===== config.mk =====
export PLATFORM = sky130hd
export DESIGN_NAME = countdown_timer
export DESIGN_NICKNAME = d
export VERILOG_FILES = /design/src/rtl/countdown_timer.sv
export SDC_FILE = /design/constraint.sdc
export NUM_CORES = 1
export LEC_CHECK = 0
export BUFFER_PORTS_ARGS = -buffer_cell sky130_fd_sc_hd__buf_2
export CAP_MARGIN = 20
export CELL_PAD_IN_SITES_DETAIL_PLACEMENT = 1
export CELL_PAD_IN_SITES_GLOBAL_PLACEMENT = 1
export CORE_MARGIN = 2
export CORE_UTILIZATION = 33
export DETAILED_ROUTE_END_ITERATION = 10
export PLACE_DENSITY = 0.76
export RECOVER_POWER = 25
export SLEW_MARGIN = 20
export SYNTH_ARGS = -nofsm -noshare
export SYNTH_HDL_FRONTEND = slang
export SYNTH_SLANG_ARGS = --single-unit

===== constraint.sdc =====
create_clock -name clk -period 1.5 [get_ports clk]
set_input_delay 0.225 -clock clk [delete_from_list [all_inputs] [get_ports clk]]
set_output_delay 0.225 -clock clk [all_outputs]
set_load 0.01 [all_outputs]

===== src/rtl/countdown_timer.sv =====
`default_nettype none
// ============================================================================
//  Module      : countdown_timer
//  Description : Loadable down-counter with IDLE/RUN/HOLD control, pause and
//                a single-cycle done pulse; decrement built from a ripple
//                chain of full-adder cells.
//  Revision    : 1.0  initial release
// ============================================================================
module countdown_timer #(
    parameter int WIDTH = 3
) (
    input  logic             clk,
    input  logic             rst_n,
    input  logic             load,
    input  logic [WIDTH-1:0] load_val,
    input  logic             start,
    input  logic             pause,
    output logic [WIDTH-1:0] count,
    output logic             busy,
    output logic             done,
    output logic             zero
);

    localparam logic [1:0]       c_IDLE = 2'd0;
    localparam logic [1:0]       c_RUN  = 2'd1;
    localparam logic [1:0]       c_HOLD = 2'd2;
    localparam logic [WIDTH-1:0] c_ONES = '1;
    localparam logic [WIDTH-1:0] c_ONE  = {{(WIDTH-1){1'b0}}, 1'b1};

    logic [1:0]       r_state;
    logic [WIDTH-1:0] r_count;
    logic             r_done;

    logic [1:0]       w_state_nxt;
    logic [WIDTH-1:0] w_count_nxt;
    logic             w_done_nxt;
    logic [WIDTH-1:0] w_dec;
    logic [WIDTH-1:0] w_carry;
    logic             w_zero;
    logic             w_is_one;

    // count + all-ones with carry-in 0; the carry out of the top cell is dropped
    assign w_carry[0] = 1'b0;

    genvar gi;
    generate
        for (gi = 0; gi < WIDTH; gi++) begin : g_fa
            assign w_dec[gi] = r_count[gi] ^ c_ONES[gi] ^ w_carry[gi];
            if (gi < WIDTH - 1) begin : g_carry
                assign w_carry[gi+1] = (r_count[gi] & c_ONES[gi])
                                     | (r_count[gi] & w_carry[gi])
                                     | (c_ONES[gi]  & w_carry[gi]);
            end
        end
    endgenerate

    assign w_zero   = (r_count == '0);
    assign w_is_one = (r_count == c_ONE);

    always_comb begin
        w_state_nxt = r_state;
        w_count_nxt = r_count;
        w_done_nxt  = 1'b0;
        case (r_state)
            c_IDLE: begin
                if (load) begin
                    w_count_nxt = load_val;
                end else if (start) begin
                    if (w_zero) begin
                        w_done_nxt = 1'b1;
                    end else begin
                        w_state_nxt = c_RUN;
                    end
                end
            end
            c_RUN: begin
                if (load) begin
                    w_count_nxt = load_val;
                    w_state_nxt = c_IDLE;
                end else if (pause) begin
                    w_state_nxt = c_HOLD;
                end else if (w_zero) begin
                    // Unreachable in normal operation; guards against wrapping 0 -> all-ones
                    w_state_nxt = c_IDLE;
                end else begin
                    w_count_nxt = w_dec;
                    if (w_is_one) begin
                        w_state_nxt = c_IDLE;
                        w_done_nxt  = 1'b1;
                    end
                end
            end
            c_HOLD: begin
                if (load) begin
                    w_count_nxt = load_val;
                    w_state_nxt = c_IDLE;
                end else if (!pause) begin
                    w_state_nxt = c_RUN;
                end
            end
            default: begin
                w_state_nxt = c_IDLE;
            end
        endcase
    end

    always_ff @(posedge clk or negedge rst_n) begin
        if (!rst_n) begin
            r_state <= c_IDLE;
            r_count <= '0;
            r_done  <= 1'b0;
        end else begin
            r_state <= w_state_nxt;
            r_count <= w_count_nxt;
            r_done  <= w_done_nxt;
        end
    end

    assign count = r_count;
    assign done  = r_done;
    assign busy  = (r_state == c_RUN) || (r_state == c_HOLD);
    assign zero  = w_zero;

endmodule
`default_nettype wire

After elaboration in Yosys (flattened, before gate mapping)
Index checks and enable logic that the tools add are counted.
Storage, ports and cells
  register bits: 6
  input port bits: 8
  output and inout port bits: 6
  logic and storage cells: 52
Cells by class
  equality and inequality tests: 11
  muxes and demuxes: 23
  bitwise operators: 8
  reductions and logical operators: 7
Operators by type and width (count)
  2-bit 2-to-1 mux: 9
  3-bit 2-to-1 mux: 4
  3-bit != test (second input constant): 3
  1-bit 2-to-1 mux: 7
  2-bit != test (second input constant): 3
  2-bit case mux with 3 select lines: 1
  3-bit case mux with 2 select lines: 1
  5-bit != test (second input constant): 1
  5-bit AND reduction: 1
  4-bit AND reduction: 1
  3-bit by 1-bit == test with 1-bit output (second input constant): 1
  3-bit zero test: 1
  1-bit inverter: 3
  2-bit by 1-bit == test with 1-bit output (second input constant): 1
  2-bit == test (second input constant): 1
  2-bit zero test: 1
  2-bit by 1-bit != test with 1-bit output (second input constant): 1
  1-bit OR: 2
  1-bit case mux with 2 select lines: 1
  2-bit nonzero test: 1
  2-bit OR reduction: 1
  1-bit XOR: 2
  1-bit AND: 1
  1-bit logical OR: 1

Longest topological paths before layout
Gate-level depths: netlist of the first run.
  depth after elaboration: 8
  depth in mapped cells: 7
  gate-level depth less buffers: 6

Least setup slack after synthesis of the first run
Ideal clock, no wire load.
  kind: register -> register
  start: register r_count[0] (netlist: count[0])
  end: register r_state[0]
  setup time: 0.125 ns
  arrival: 1.530 ns
  required time: 1.375 ns
  setup slack: -0.155 ns
  cell stages (with the launch flop): 7
  buffers on the path: 0
  clock period less this slack: 1.655 ns
  cells stage by stage: dfrtp_1 > inv_1 > ha_1 > nor2b_2 > o21ai_1 > nand3_2 > mux2_4
Between the ends
  cells in the longest elaborated chain, start to end: 5
  elaborated cells on any way between the ends: 9
  classes of those cells: 3 x eq/ne; 4 x mux; 2 x reduce/logical
RTL lines
  start, declared: RTL line 31  | logic [WIDTH-1:0] r_count;
  start signal, assigned: RTL line 114  | r_count <= w_count_nxt;
  3-bit zero test *: RTL line 57  | assign w_zero = (r_count == '0);
  named net zero: RTL line 21  | output logic zero
  2-bit 2-to-1 mux: RTL line 82  | end else if (w_zero) begin
  2-bit 2-to-1 mux: RTL line 80  | end else if (pause) begin
  2-bit 2-to-1 mux: RTL line 77  | if (load) begin
  2-bit case mux with 3 select lines: RTL line 64  | case (r_state)
  end signal, assigned: RTL line 109  | r_state <= c_IDLE;
  end signal, assigned: RTL line 113  | r_state <= w_state_nxt;
  end, declared: RTL line 30  | logic [1:0] r_state;
The timed path passes the listed nets; every way through them passes the cells marked *.
A chain may end at the register's enable or synchronous reset.

Worst setup path after layout of the first run
  start: register r_state[1]
  end: register r_state[0]
Between the ends
  cells in the longest elaborated chain, start to end: 3
  elaborated cells on any way between the ends: 10
  classes of those cells: 7 x eq/ne; 1 x mux; 2 x reduce/logical
RTL lines (RTL line)
  2-bit by 1-bit == test with 1-bit output (tied with other cells): 64
  5-bit != test (no source line) (tied with other cells)
  5-bit AND reduction (no source line)
Several ways; a longest one is shown, not always the timed one.

==> metrics, run 1 <==
status finished with violations; failing checks setup timing; VDD IR max 0.00105 V; Worst slew margin 72.8%; routed vias/inst 5.37; Mapped Nets 72; main area contributors after synthesis dfrtp_1, ha_1, buf_6; CTS Buf Count 3; Nets 100; R2R Setup Slk -70 ps; CTS Sinks 6; final instance area 821 µm²; most common cell in the synthesized netlist ha_1; first-pass GRT wire length 2690 µm; warnings from Yosys 0; Worst-Skew Late Latency 250 ps; RSZ-0062 raised after global routing true; FF/Latch Area 150 µm²; Mapped Cells 57; Setup crit end kind flop; die area 0.00199 mm²; area of the multi-input gates 439 µm²; Placeable Area 0.00152 mm²; Filler cells 177; port bufs 13; grt total ovfl 0; placed cell area 713 µm²; CTS tree done; Pre-antenna DRT Iters 4; WL per Instance 17.6 µm; worst slack at placement -154 ps; achievable frequency 639 MHz; ANT cells 0; top-area cell type share of the netlist area 27.5%; prevailing post-synth register cell dfrtp_1; clock root cell clkbuf_4; setup violators final 2; GP Congestion 0.746; starting density of the core 35.8%; Worst-path clk slew 50 ps; Tot Pwr 0.00187 W; dominant cell type by area after synthesis dfrtp_1; vias in the first global route 580; clock buffer depth 2; area grow syn2layout 50.5%; WL final 1740 µm; post-synthesis sequential area ratio 27.5%; CP max FO 3; placed cell count 95; Die Ht 44.7 µm; slowest cell on the critical path dfrtp_1; worst path required time 1630 ps; share of cells above drive strength 1 57.8%; post-layout min period 1570 ps; startpoint types flop; Pins Over Slew Limit 0; syn_area_per_cell 9.57 µm²; final setup margin -65.3 ps; critical path class flop to flop; H-tree Lvls 1; gr usage total 19.8%; largest net degree at the start of global routing 11; measured slew at the worst slew-check pin 408 ps; io pins 14; die width 44.7 µm; Post-Layout Cell Count 99; CP peak stage delay 410 ps; Worst Hold Class input port to flop; DRT iter0 DRCs 6; DR DRC count 0; synthesized area 546 µm²; DR vias 532; Worst Clk Skew 0.120 ps; Pleak 0.378 nW; row count 14; antenna violations before repair 0; Worst EP arrival 1700 ps; DRT antenna net count 0; Post-synth ARST share 100%; #FFs+latches synth 6; synth unique cells 30; Post-synth EDFFs 0; pwr dens 2280 mW/mm²; Final Hold Vio Count 0; Tcrit/Tclk final 104%; Max Cap Viol 0; hold slack 288 ps; CP cell instances inv_2 -> ha_2 -> nor3b_4 -> o21ai_1 -> nand3_2 -> mux2_4; top cell types by occurrence after synthesis ha_1, dfrtp_1, inv_1; post-DP HPWL 1240 µm
## per-stage QoR
step	TNS [ps]	util [%]
finish	-105	53.9
global route	-480	53.9
detailed placement	-214	46.8
floorplan	-26.1	-
global placement	-50.4	46.8
CTS	-126	51.7
## layer usage
| metal | up-vias | global-route usage (%) | part of all wire (%) |
|---|---|---|---|
| met5 | - | 0 | 0 |
| li1 | 264 | - | - |
| met4 | 0 | 7.27 | 1.1 |
| met3 | 2 | 7.35 | 3.9 |
| met1 | 252 | 23.5 | 46 |
| met2 | 14 | 32.2 | 49 |
## power by group
group	total [W]	leakage [nW]	internal [W]	switching, W
registers	0.000312	0.0734	0.000234	0.0000783
logic	0.00140	0.291	0.000707	0.000695
clock network	0.000157	0.0138	0.0000910	0.0000660
## what timing repair did
| action | 4_1_cts | 5_1_grt |
|---|---|---|
| setup endpoints to repair | 5 | 6 |
| resized for setup | 10 | 7 |
| gates cloned | 0 | 0 |
| pin swaps | 3 | 2 |
| endpoints found under the hold margin | 6 | 0 |
| buffers inserted | 0 | 0 |
| hold buffers | 1 | 0 |
## cell families (layout without fill, tap and decap cells)
logic type                 Yosys count  count (layout)  share of synthesized area [%]
AOI/OAI and AO/OA                   15              15                           19.7
adders and majority gates            7               7                           16.1
buffers and inverters                7              33                           7.57
DFF                                  6               6                           27.5
muxes                                2               2                           4.59
and+or+nand+nor                     20              20                           24.5
## critical path, delay by kind of cell, from the launching register on
kind	cells	cell delay, ps
flops	1	410
simple gates	2	320
mux	1	310
fa+ha+maj	1	190
compound gates	1	120
buf+inv	1	90
## layout make-up
type                            count  share of cell area [%]
Clock buffer                        3                    2.74
Inverter                            5                    2.29
Multi-Input combinational cell     44                    53.5
Sequential cell                     6                    18.3
Tap cell                           16                    2.44
Timing Repair Buffer               25                    20.7
## cell usage in the layout, fill, tap and decap left out, drive strengths merged, types with 2 or more instances in the layout
cell type and instances:
nor2 3, nand3 2, nor3 3, o22ai 2, nand2 3, clkbuf 4, nor3b 2, a21oi 4
inv 5, o21ai 4, ha 7, dfrtp 6, buf 23
## registers in the layout, summed over array words and instances, names as in the netlist
name	flops
count	3
r_state	2
done	1
## path summary, 6_finish.rpt
kind / from / endpoint / cells past startpoint
setup reg to reg: r_state[1] / r_state[0] / 6
min in group asynchronous: rst_n / done / 2
hold / removal: start / done / 3
hold reg to reg: count[2] / done / 1
setup / recovery: r_state[1] / r_state[0] / 6
max in group asynchronous: rst_n / r_state[0] / 2
(Power assumes the default switching activity.)
==> run 2: changes to the inputs <==
- CORE_UTILIZATION: 33 -> 29
- PLACE_DENSITY: 0.76 -> 0.68
==> metrics, run 2 (same netlist as run 1, synthesis figures left out) <==
status finished with violations; failing checks setup timing; worst path required time 1670 ps; row count 15; io pins 14; setup violators final 4; clock buffer depth 2; Worst-Skew Late Latency 240 ps; Worst-path clk slew 60 ps; share of cells above drive strength 1 60.0%; largest net degree at the start of global routing 8; critical path class flop to flop; pwr dens 2220 mW/mm²; hold path cells 3; Post-Layout Cell Count 110; DRT antenna net count 0; Worst EP arrival 1710 ps; DRT iter0 DRCs 6; r2r worst-path depth 6; DR vias 544; utilization after layout 50.0%; placed cell count 105; max reg flops 3; die area 0.00224 mm²; final setup margin -47.9 ps; min-delay src start; antenna violations before repair 0; post-DP HPWL 1290 µm; Endpoint, Worst Hold done; first-pass GRT wire length 2760 µm; CP peak stage delay 410 ps; grt total ovfl 0; CTS Sinks 6; GP Congestion 0.786; ANT cells 0; most frequent cells in the layout buf_2, buf_4, dfrtp_1; WL final 1670 µm; vias in the first global route 573; Worst Hold Class input port to flop; gr usage total 19.1%; Max Cap Viol 0; CP Buf/Inv Count 2; port bufs 13; reg2reg end count[1]; Crit path max-delay family flip-flops; H-tree Lvls 1; VDD IR max 0.000795 V; Worst Clk Skew 2.93 ps; WL per Instance 15.2 µm; commonest non-fill, non-tap cell in the layout buf_2; R2R Setup Slk -50 ps; slowest cell on the critical path dfrtp_1; Final Hold Vio Count 0; Pre-antenna DRT Iters 4; Placeable Area 0.00175 mm²; area grow syn2layout 60.1%; Tot Pwr 0.00194 W; clock root cell clkbuf_4; hold slack 287 ps; Worst slew margin 74.4%; CTS Buf Count 3; Filler cells 207; Setup crit end kind flop; Nets 102; DR DRC count 0; CTS tree done; post-layout min period 1550 ps; CP cell instances inv_2 -> ha_4 -> or2_4 -> buf_6 -> o22ai_2 -> mux2i_1; RSZ-0062 raised after global routing true; startpoint types flop; die width 47.4 µm; area of the multi-input gates 462 µm²; worst slack at placement -56.2 ps; measured slew at the worst slew-check pin 384 ps; reg-to-reg startpoint r_state[1]; routed vias/inst 4.95; Pleak 0.394 nW; FF/Latch Area 150 µm²; Pins Over Slew Limit 0; starting density of the core 31.3%; Die Ht 47.4 µm; Tcrit/Tclk final 103%; achievable frequency 646 MHz; CP max FO 6
==> run 2: cell count changes in the layout (fill, tap and decap cells not counted), sizes merged <==
cell	delta
buf	+2
==> run 2: through the flow <==
| stage | TNS, ps | cell area, µm² |
|---|---|---|
| finish | -107 | 873 |
| global placement | -38.8 | 732 |
| detailed placement | -140 | 732 |
| CTS | -1.58 | 803 |
| floorplan | -26.1 | 568 |
| global route | -376 | 873 |
==> run 2: layout make-up <==
cell class,instances,share of cell area (%)
inverters,5,2.15
well taps,25,3.58
multi-input cells,44,52.9
repair buffers,27,21.6
flip-flops and latches,6,17.2
clock buffers,3,2.58
==> run 2: how the worst max path moves through the flow <==
stage | startpoint | end | slack [ps] | depth (start not counted)
2_1_floorplan | r_state[1] | r_state[0] | -10 | 6
3_3_place_gp | r_state[0] | count[1] | -30 | 7
3_5_place_dp | r_state[0] | count[2] | -60 | 6
4_1_cts | r_state[1] | count[0] | -2 | 6
5_1_grt | r_state[1] | count[0] | -120 | 7
6_report | r_state[1] | count[1] | -50 | 6
==> run 2: power breakdown <==
group          total, W  switching, W  internal (W)
logic           0.00146      0.000728      0.000736
clock network  0.000161     0.0000693     0.0000913
registers      0.000313     0.0000790      0.000234
==> run 2: tightest hold or removal path, stage by stage <==
cell and delay [ps]:
buf_2 120, nand4_1 80, a21oi_1 60
==> run 2: metal layers <==
metal  vias up  wire length (µm)  GRT usage (%)
met5         -                 0              0
met4         0                17           10.0
met3         2                38           4.62
met2         8               878           31.4
met1       269               734           22.8
li1        265                 -              -
==> run 2: what timing repair did <==
action / 4_1_cts / 5_1_grt
pin swaps: 3 / 6
resized for setup: 8 / 14
setup endpoints to repair: 5 / 6
hold buffers: 1 / 0
hold endpoints to repair: 6 / 0
buffers inserted: 0 / 1
==> run 3: changes to the inputs <==
- SETUP_SLACK_MARGIN: unset -> 0.1
==> metrics, run 3 (same netlist as run 1, synthesis figures left out) <==
Worst EP arrival 1720 ps; row count 15; Crit path max-delay family flip-flops; final setup margin -54.2 ps; sw frac 44.2%; share of cells above drive strength 1 59.3%; internal power 0.00107 W; Worst-path clk slew 50 ps; Worst slew margin 75.3%; failing checks setup timing; pwr dens 2220 mW/mm²; combinational share of power 75.0%; starting density of the core 31.3%; area grow syn2layout 58.5%; Pleak 0.394 nW; largest net degree at the start of global routing 11; Filler cells 204; startpoint types flop; Max Cap Viol 0; placed cell area 742 µm²; CP Buf/Inv Count 2; Clk network pwr share 8.4%; clock root cell clkbuf_4; Final Hold Vio Count 0; Worst Clk Skew 0.531 ps; WL final 1600 µm; CTS Sinks 6; VDD IR max 0.00104 V; H-tree Lvls 1; first-pass GRT wire length 2530 µm; final instance area 865 µm²; Worst Hold Class input port to flop; Tcrit/Tclk final 104%; GP Congestion 0.743; routed vias/inst 4.82; status finished with violations; vias in the first global route 549; die area 0.00224 mm²; CP max FO 5; Nets 103; measured slew at the worst slew-check pin 370 ps; grt total ovfl 0; critical path class flop to flop; port bufs 13; utilization after layout 49.5%; Worst-Skew Late Latency 250 ps; switching power 0.000849 W; DR vias 535; DRT antenna net count 0; RSZ-0062 raised after global routing true; Die Ht 47.4 µm; worst path required time 1660 ps; ANT cells 0; antenna violations before repair 0; DR DRC count 0; post-DP HPWL 1160 µm; most frequent cells in the layout buf_4, buf_2, dfrtp_1, inv_2, a21oi_1; setup violators final 4; Pre-antenna DRT Iters 2; max reg flops 3; slowest cell on the critical path dfrtp_1; commonest non-fill, non-tap cell in the layout buf_4; io pins 14; CP peak stage delay 390 ps; met1 Resource Use GR 22.5%; grt met3 use 2.31%; busiest grt layer met2; Tot Pwr 0.00192 W; sequential share of power 16.6%; die width 47.4 µm; achievable frequency 643 MHz; gr usage total 16.6%; clock buffer depth 2; Setup crit end kind flop; CTS tree done; CP cell instances inv_2 -> ha_4 -> or2_4 -> buf_6 -> o22ai_4 -> mux2i_1; GR Util met2 25.4%; WL per Instance 14.4 µm; CTS Buf Count 3; Pins Over Slew Limit 0; post-layout min period 1550 ps; Placeable Area 0.00175 mm²; post-route setup TNS -161 ps; DRT iter0 DRCs 4
run 3: worst paths after layout:
kind / cells after the start / end / startpoint / slack (ps)
worst max-delay path: 6 / count[1] / r_state[0] / -50
worst min-delay path: 3 / count[2] / load_val[2] / 280
worst max register to register: 6 / count[1] / r_state[0] / -50
worst min register to register: 1 / done / count[2] / 610
max in group asynchronous: 2 / r_state[1] / rst_n / 840
min in group asynchronous: 2 / count[1] / rst_n / 400
run 3: layout make-up:
cell class	count	area (µm²)	area share, %
Clock buffer	3	22.5	2.60
Inverter	5	18.8	2.17
Multi-Input combinational cell	44	449	52.0
Sequential cell	6	150	17.4
Tap cell	25	31.3	3.62
Timing Repair Buffer	28	193	22.3
run 3: power by group through the flow:
stage	Clock (W)	Combinational, W	Sequential [W]
detailed placement	0	0.00120	0.000305
floorplan	0	0.000747	0.000322
global placement	0	0.00118	0.000304
finish	0.000161	0.00144	0.000319
CTS	0.000162	0.00133	0.000313
global route	0.000169	0.00159	0.000329
run 3: per-stage QoR:
stage,hold slack [ps],setup WS (ps),instances
after floorplan,-70.6,-14.0,57
after global placement,65.9,-58.4,105
after detailed placement,66.0,-126,105
after CTS,286,-59.2,110
after global routing,296,-130,111
final,284,-54.2,111
run 3: repair_timing:
action | CTS | global route
gates resized for setup | 11 | 6
hold endpoints to repair | 6 | 0
gates cloned | 0 | 0
buffers inserted | 1 | 1
pin swaps | 1 | 2
endpoints found under the setup margin | 6 | 6
hold buffers | 1 | 0
run 3: worst register-to-register path: stages, from the launching register on:
cell	delay [ps]
dfrtp_1	390
inv_2	90
ha_4	170
or2_4	270
buf_6	140
o22ai_4	190
mux2i_1	230
run 3: metal layers:
| layer | share of wire, % | vias to the layer above |
|---|---|---|
| li1 | - | 268 |
| met5 | 0 | - |
| met2 | 49 | 12 |
| met4 | 1.2 | 0 |
| met3 | 2.3 | 2 |
| met1 | 47 | 253 |
